File: src/rtl/hazard_pkg.sv
`default_nettype none
// +---------------------------------------------------------------------------+
// | hazard_pkg : shared encodings and constants for the hazard sequencer      |
// | Rev 1.0                                                                   |
// +---------------------------------------------------------------------------+
package hazard_pkg;

  localparam logic [1:0] c_RUN        = 2'b00;
  localparam logic [1:0] c_LOAD_STALL = 2'b01;
  localparam logic [1:0] c_MULTI      = 2'b10;

  localparam int         c_MULTI_CYCLES_DEF = 4;
  localparam int         c_TIMER_W          = $clog2(16);
  localparam logic [4:0] c_REG_ZERO         = 5'd0;

  typedef struct packed {
    logic pc_write;
    logic if_id_write;
    logic if_id_flush;
    logic id_ex_write;
    logic id_ex_bubble;
    logic ex_mem_bubble;
    logic ex_busy;
  } hz_ctrl_t;

  localparam hz_ctrl_t c_CTL_DEFAULT = '{pc_write: 1'b1, if_id_write: 1'b1, if_id_flush: 1'b0,
                                         id_ex_write: 1'b1, id_ex_bubble: 1'b0,
                                         ex_mem_bubble: 1'b0, ex_busy: 1'b0};
  localparam hz_ctrl_t c_CTL_RESET   = '{pc_write: 1'b0, if_id_write: 1'b1, if_id_flush: 1'b1,
                                         id_ex_write: 1'b1, id_ex_bubble: 1'b1,
                                         ex_mem_bubble: 1'b1, ex_busy: 1'b0};
  localparam hz_ctrl_t c_CTL_FLUSH   = '{pc_write: 1'b1, if_id_write: 1'b1, if_id_flush: 1'b1,
                                         id_ex_write: 1'b1, id_ex_bubble: 1'b1,
                                         ex_mem_bubble: 1'b1, ex_busy: 1'b0};
  localparam hz_ctrl_t c_CTL_FREEZE  = '{pc_write: 1'b0, if_id_write: 1'b0, if_id_flush: 1'b0,
                                         id_ex_write: 1'b0, id_ex_bubble: 1'b0,
                                         ex_mem_bubble: 1'b1, ex_busy: 1'b1};
  localparam hz_ctrl_t c_CTL_LUSTALL = '{pc_write: 1'b0, if_id_write: 1'b0, if_id_flush: 1'b0,
                                         id_ex_write: 1'b1, id_ex_bubble: 1'b1,
                                         ex_mem_bubble: 1'b0, ex_busy: 1'b0};
  // Final EX cycle of a multi-cycle op: pipeline advances, unit still busy
  localparam hz_ctrl_t c_CTL_LAST    = '{pc_write: 1'b1, if_id_write: 1'b1, if_id_flush: 1'b0,
                                         id_ex_write: 1'b1, id_ex_bubble: 1'b0,
                                         ex_mem_bubble: 1'b0, ex_busy: 1'b1};

  function automatic logic f_load_use(
    input logic       mem2reg,
    input logic       reg_write,
    input logic [4:0] dest,
    input logic [4:0] src1,
    input logic [4:0] src2,
    input logic       uses_src2
  );
    return mem2reg && reg_write && (dest != c_REG_ZERO) &&
           ((dest == src1) || (uses_src2 && (dest == src2)));
  endfunction

endpackage
`default_nettype wire

File: src/rtl/multi_cycle_timer.sv
`default_nettype none
// +---------------------------------------------------------------------------+
// | multi_cycle_timer : loadable down-counter with zero flag                  |
// | Rev 1.0                                                                   |
// +---------------------------------------------------------------------------+
module multi_cycle_timer
  import hazard_pkg::*;
#(
  parameter int WIDTH = c_TIMER_W
) (
  input  logic             clk,
  input  logic             rst,
  input  logic             i_load,
  input  logic [WIDTH-1:0] i_load_val,
  input  logic             i_dec,
  output logic             o_zero
);

  logic [WIDTH-1:0] r_count;

  always_ff @(posedge clk) begin
    if (rst) begin
      r_count <= '0;
    end else if (i_load) begin
      r_count <= i_load_val;
    end else if (i_dec && (r_count != '0)) begin
      r_count <= r_count - 1'b1;
    end
  end

  assign o_zero = (r_count == '0);

endmodule
`default_nettype wire

File: src/rtl/hazard_controller.sv
`default_nettype none
// +---------------------------------------------------------------------------+
// | hazard_controller : load-use stall, branch flush, multi-cycle EX freeze   |
// | Rev 1.0                                                                   |
// +---------------------------------------------------------------------------+
module hazard_controller
  import hazard_pkg::*;
#(
  parameter int MULTI_CYCLES = c_MULTI_CYCLES_DEF,
  parameter int CNT_W        = 16
) (
  input  logic             clk,
  input  logic             rst,
  input  logic [4:0]       id_src1,
  input  logic [4:0]       id_src2,
  input  logic             id_uses_src2,
  input  logic [4:0]       ex_dest_reg,
  input  logic             ex_reg_write,
  input  logic             ex_mem2reg,
  input  logic             ex_multi_start,
  input  logic             mem_branch_taken,
  output logic             pc_write,
  output logic             if_id_write,
  output logic             if_id_flush,
  output logic             id_ex_write,
  output logic             id_ex_bubble,
  output logic             ex_mem_bubble,
  output logic             ex_busy,
  output logic [CNT_W-1:0] stall_cnt
);

  // Entry cycle and final cycle are not counted by the timer
  localparam logic [c_TIMER_W-1:0] c_LOAD_VAL = c_TIMER_W'(MULTI_CYCLES - 2);

  logic [1:0]       r_state;
  logic [1:0]       w_next_state;
  logic [CNT_W-1:0] r_stall_cnt;
  logic             w_load_use;
  logic             w_tmr_load;
  logic             w_tmr_dec;
  logic             w_tmr_zero;
  hz_ctrl_t         w_ctl;

  assign w_load_use = f_load_use(ex_mem2reg, ex_reg_write, ex_dest_reg,
                                 id_src1, id_src2, id_uses_src2);

  multi_cycle_timer #(
    .WIDTH (c_TIMER_W)
  ) u_timer (
    .clk        (clk),
    .rst        (rst),
    .i_load     (w_tmr_load),
    .i_load_val (c_LOAD_VAL),
    .i_dec      (w_tmr_dec),
    .o_zero     (w_tmr_zero)
  );

  always_comb begin
    w_ctl        = c_CTL_DEFAULT;
    w_next_state = c_RUN;
    w_tmr_load   = 1'b0;
    w_tmr_dec    = 1'b0;
    if (rst) begin
      w_ctl = c_CTL_RESET;
    end else begin
      case (r_state)
        c_RUN: begin
          // Branch squashes the younger multi-op / load-use consumer
          if (mem_branch_taken) begin
            w_ctl = c_CTL_FLUSH;
          end else if (ex_multi_start) begin
            w_ctl        = c_CTL_FREEZE;
            w_tmr_load   = 1'b1;
            w_next_state = c_MULTI;
          end else if (w_load_use) begin
            w_ctl        = c_CTL_LUSTALL;
            w_next_state = c_LOAD_STALL;
          end
        end
        c_LOAD_STALL: begin
          if (mem_branch_taken) begin
            w_ctl = c_CTL_FLUSH;
          end
        end
        c_MULTI: begin
          if (w_tmr_zero) begin
            w_ctl = c_CTL_LAST;
          end else begin
            w_ctl        = c_CTL_FREEZE;
            w_tmr_dec    = 1'b1;
            w_next_state = c_MULTI;
          end
        end
        default: begin
          w_next_state = c_RUN;
        end
      endcase
    end
  end

  always_ff @(posedge clk) begin
    if (rst) begin
      r_state     <= c_RUN;
      r_stall_cnt <= '0;
    end else begin
      r_state <= w_next_state;
      if (!w_ctl.pc_write && (r_stall_cnt != {CNT_W{1'b1}})) begin
        r_stall_cnt <= r_stall_cnt + 1'b1;
      end
    end
  end

  assign pc_write      = w_ctl.pc_write;
  assign if_id_write   = w_ctl.if_id_write;
  assign if_id_flush   = w_ctl.if_id_flush;
  assign id_ex_write   = w_ctl.id_ex_write;
  assign id_ex_bubble  = w_ctl.id_ex_bubble;
  assign ex_mem_bubble = w_ctl.ex_mem_bubble;
  assign ex_busy       = w_ctl.ex_busy;
  assign stall_cnt     = r_stall_cnt;

endmodule
`default_nettype wire

File: config.mk
export PLATFORM = sky130hd
export DESIGN_NAME = hazard_controller
export DESIGN_NICKNAME = d
export VERILOG_FILES = /design/src/rtl/hazard_pkg.sv /design/src/rtl/multi_cycle_timer.sv /design/src/rtl/hazard_controller.sv
export SDC_FILE = /design/constraint.sdc
export NUM_CORES = 1
export LEC_CHECK = 0
export ABC_AREA = 1
export BUFFER_PORTS_ARGS = -buffer_cell sky130_fd_sc_hd__buf_2
export CAP_MARGIN = 15
export CORE_MARGIN = 4
export CORE_UTILIZATION = 51
export DETAILED_ROUTE_END_ITERATION = 7
export PLACE_DENSITY = 0.79
export SYNTH_ARGS = -nofsm -noshare
export SYNTH_HDL_FRONTEND = slang
export SYNTH_SLANG_ARGS = --single-unit
export TNS_END_PERCENT = 20
File: constraint.sdc
create_clock -name clk -period 1.9 [get_ports clk]
set_clock_uncertainty 0.05 [all_clocks]
set_input_delay 0.095 -clock clk [delete_from_list [all_inputs] [get_ports clk]]
set_output_delay 0.095 -clock clk [all_outputs]
set_load 0.005 [all_outputs]
**Word-level counts from Yosys, hierarchy flattened**

Index checks and enable logic that the tools add are counted.

- Add/sub/neg operators: 2
- Eq/ne operators: 5
- Multiplexer cells: 21
- Reductions and logical operators: 14

Operators by type and width:

| kind | number |
|---|---|
| $mux 7 | 5 |
| $pmux 7 s3 | 1 |
| $add 16x1->16 const B | 1 |
| $ne 16x16->1 const B | 1 |
| $eq 5x5->1 | 2 |
| $mux 2 | 5 |
| $mux 1 | 8 |
| $logic_and 1x1->1 | 6 |
| $mux 5 | 1 |
| $reduce_bool 5->1 | 1 |
| $logic_not 4->1 | 1 |
| $pmux 2 s2 | 1 |
| $reduce_bool 4->1 | 1 |
| $sub 4x1->4 const B | 1 |
| $eq 2x1->1 const B | 1 |
| $eq 2x2->1 const B | 1 |
| $logic_not 2->1 | 1 |
| $reduce_bool 2->1 | 1 |
| $reduce_or 2->1 | 1 |
| $logic_not 1->1 | 1 |
| $logic_or 1x1->1 | 1 |

- Register bits: 22
- Input bits: 22
- Logic and storage cells: 46

**Logic depth before layout (Yosys ltp)**

- Depth after elaboration: 11
- Depth in mapped cells: 12
- Depth with buffers taken out: 12

**By module**

Synthesis repeated with hierarchy kept, for this count alone.

- Cell total of the unflattened synthesis: 265
- Area total of the unflattened synthesis: 1,624.1 µm²

By module, submodules not included:

| module | times used | cells an instance | area each (µm²) | sequential area each (µm²) |
|---|---|---|---|---|
| hazard_controller | 1 | 224 | 1,350.0 | 360.3 |
| multi_cycle_timer | 1 | 41 | 274.0 | 80.1 |

**Least setup slack after synthesis**

No wires, ideal clock.

- Path type: reg2reg
- Start point: reg r_stall_cnt[0], in the netlist stall_cnt[0]
- End point: reg r_stall_cnt[4], in the netlist stall_cnt[4]
- Arrival time: 1.445 ns
- Data required time: 1.719 ns
- Setup slack: 0.274 ns
- Stages on the path, launching flop included: 10
- Period minus slack after synthesis: 1.626 ns
- Cell sequence: dfxtp_1 -> ha_1 -> nand3_1 -> nor2_2 -> nand2_2 -> nor2_4 -> nand3_4 -> buf_2 -> nand3_1 -> a21oi_2

- Longest elaborated chain between the ends: 2
- Elaborated cells on any way between the ends: 3
- Classes of those cells: add/sub (1); eq/ne (1); reduce/logical (1)

Ends and longest elaborated chain:

| element | line | source |
|---|---|---|
| start, declared | hazard_controller.sv:37 | `logic [CNT_W-1:0] r_stall_cnt;` |
| start signal, assigned | hazard_controller.sv:108 | `r_stall_cnt <= r_stall_cnt + 1'b1;` |
| parallel branches: the longest is 2 deep, another holds $add 16x1->16 | -- |  |

Parallel ways; which one is timed is not known.
A chain may end at the register's enable or synchronous reset.

**Final worst setup path**

- Start point: reg u_timer.r_count[0]
- End point: out pc_write

- Longest elaborated chain between the ends: 4

Ends and longest elaborated chain:

| element | line | source |
|---|---|---|
| start, declared | multi_cycle_timer.sv:19 | `logic [WIDTH-1:0] r_count;` |
| start signal, assigned | multi_cycle_timer.sv:25 | `r_count <= i_load_val;` |
| start signal, assigned | multi_cycle_timer.sv:27 | `r_count <= r_count - 1'b1;` |
| $logic_not 4->1 | multi_cycle_timer.sv:31 | `assign o_zero = (r_count == '0);` |
| $mux 7 | hazard_controller.sv:86 | `if (w_tmr_zero) begin` |
| $pmux 7 s3 | hazard_controller.sv:66 | `case (r_state)` |
| $mux 7 | hazard_controller.sv:63 | `if (rst) begin` |
| end, declared | hazard_controller.sv:22 | `output logic pc_write,` |

No other way between the ends.

==> flow_metrics.env <==
export IMPL_mostFrequentLayoutCells="nand2_1 (65), buf_2 (44), inv_1 (33)"
export IMPL_layout_min_cycle_time_ns=1.79
export IMPL_hold_path_class="primary input to flip-flop"
export IMPL_yosysSeqAreaShare=0.289
export IMPL_cts_max_path_buffers=2
export IMPL_cts_root_buffer="clkbuf_4"
export IMPL_fin_total_pwr_mw=0.877
export IMPL_critPathMaxStageDelay_ns=0.33
export IMPL_hold_ws_ns=0.0522
export IMPL_area_delta_synth_final_pct=23.9
export IMPL_critical_path_endpoint_type="output port"
export IMPL_hpwl_mm=2.67
export IMPL_startpoint_type="flip-flop"
export IMPL_layout_commonest_cell="nand2_1"
export IMPL_drtIter0Drc=79
export IMPL_yosysUniqueCellTypes=29
export IMPL_antenna_found_initial=0
export IMPL_critPathBufInv=4
export IMPL_design_die_area_um2=3930
export IMPL_grt_use_total=0.178
export IMPL_period_share=0.945
export IMPL_required_ns=1.75
export IMPL_clkLatencyLatePin_ns=0.30
export IMPL_setup_violations=0
export IMPL_io_buffers=44
export IMPL_cts_buffers=3
export IMPL_first_global_vias=1385
export IMPL_synth_warnings=0
export IMPL_synth_nets=263
export IMPL_coreArea_um2=2810
export IMPL_path_cells="inv_1, ha_2, nand3_1, nand3b_1, nand2_2, inv_2, nand3_4, inv_2, buf_2"
export IMPL_drc=0
export IMPL_max_freq_ghz=0.557
export IMPL_vdd_drop_max_uv=257
export IMPL_grt_max_degree=18
export IMPL_nets=318
export IMPL_worst_slew_pin_slew_ns=0.293
export IMPL_cp_top_family="simple AND/OR/NAND/NOR gates"
export IMPL_max_slew_margin_rel=0.805
export IMPL_hold_viol=0
export IMPL_p_leak_nw=0.941
export IMPL_numClockSinks=22
export IMPL_wirelength_mm=3.53
export IMPL_gp_congestion=0.888
export IMPL_clkTransAtPathRegs_ns=0.11
export IMPL_cts_max_level=1
export IMPL_synth_top_area_cell="dfxtp_1"
export IMPL_initial_core_util=0.544
export IMPL_utilization=0.674
export IMPL_crit_arrival_ns=1.65
export IMPL_cp_slowest_cell="dfxtp_1"
export IMPL_antenna_cells=0
export IMPL_ys_top_cells_by_area="dfxtp_1 (29%), nand2_1 (16%), nand3_1 (8.9%), inv_1 (8.4%), nor2_1 (5.9%)"
export IMPL_grt_pass1_wl_mm=5.93
export IMPL_syn_inst=239
export IMPL_critPathKind="flip-flop to output port"
export IMPL_postRouteAntennaNets=0
export IMPL_rsz0062_at_grt="true"
export IMPL_drv_slew=0
export IMPL_drt_pre_antenna_iters=4
export IMPL_crit_path_max_fanout=12
export IMPL_finalSetupTns_ns=0
export IMPL_num_vias=1591
export IMPL_path_common_cell="inv_2"
export IMPL_grt_remaining_overflow=0
export IMPL_cts_tree="yes"
export IMPL_wl_per_cell_um=10.9
export IMPL_synth_seq_cells=22
export IMPL_yosys_area_top_type_share=0.289
export IMPL_syn_avg_cell_area_um2=6.38
export IMPL_die_height_um=62.7
export IMPL_drv_cap=0
export IMPL_final_layout_size_suffix_gt1_frac=0.274
export IMPL_num_rows=19
export IMPL_ioPinCount=45
export IMPL_syn_area_um2=1530
export IMPL_outcome="finished clean"
export IMPL_via_per_inst=4.93
export IMPL_powerDensity_nw_per_um2=464
export IMPL_dieWidth_um=62.7
## synthesized netlist by cell type (all sizes together)
cell type	instances
nand2	69
clkbuf	2
a21oi	15
nor4	2
o21bai	1
xnor2	6
a31oi	1
ha	2
o21ai	2
nand3	30
dfxtp	22
nor3	3
inv	39
nand4	4
o2111ai	1
nand3b	2
nor2	29
buf	3
xor2	6
## worst reg2reg max path: cells and delay by family (launching register included)
family,cells,cell delay [ns]
and+or+nand+nor,6,0.70
DFF,1,0.41
adders and majority gates,1,0.24
buffers and inverters,1,0.18
AOI/OAI and AO/OA,1,0.07
## power by group
group          switching [mW]  total [mW]  internal (mW)  leakage (nW)
clock                   0.136       0.210         0.0741        0.0138
combinational           0.102       0.185         0.0823         0.749
sequential             0.0110       0.483          0.472         0.178
total                   0.249       0.877          0.628         0.941
## final timing paths
| kind | startpoint | end | slack (ns) | cells after the start |
|---|---|---|---|---|
| max | u_timer.r_count[0] | pc_write | 0.11 | 9 |
| min | ex_multi_start | u_timer.r_count[1] | 0.05 | 3 |
| max reg2reg | stall_cnt[0] | stall_cnt[15] | 0.15 | 9 |
| min reg2reg | u_timer.r_count[0] | u_timer.r_count[0] | 0.43 | 2 |
## metal layers
layer,share of wire,track usage
met1,0.44,0.225
met2,0.47,0.300
met3,0.064,0.0324
met4,0.018,0.0689
met5,0,0
## cell families after synthesis
| kind of cell | share of synthesized area |
|---|---|
| AOI/OAI and AO/OA | 0.0730 |
| xor gates and xnor gates | 0.0689 |
| adders and majority gates | 0.0164 |
| buffers and inverters | 0.119 |
| DFF | 0.289 |
| and+or+nand+nor | 0.434 |
## registers in the layout, indices dropped and copies added (netlist names)
name,flops
u_timer.r_count,4
r_state,2
stall_cnt,16
## through the flow
stage          setup WS, ns  area [um2]  std cells
3_3_place_gp          0.148        1770        312
4_1_cts              0.0118        1800        316
6_report              0.105        1890        323
3_5_place_dp         0.0754        1770        312
5_1_grt             -0.0527        1890        323
2_1_floorplan         0.274        1530        239
## layout make-up
type / count / area [um2]
fill: 259 / 916
tap: 31 / 38.8
multi-input combinational: 173 / 922
sequential: 22 / 442
timing repair buffer: 55 / 318
inverter: 39 / 146
clock buffer: 3 / 22.5
## what timing repair did
item	in CTS	in global routing
hold buffers	1	0
endpoints found under the setup margin	0	18
endpoints found under the hold margin	1	0
gates resized for setup	0	6
buffers inserted	0	7
No activity file was read; power rests on OpenSTA's default activity.
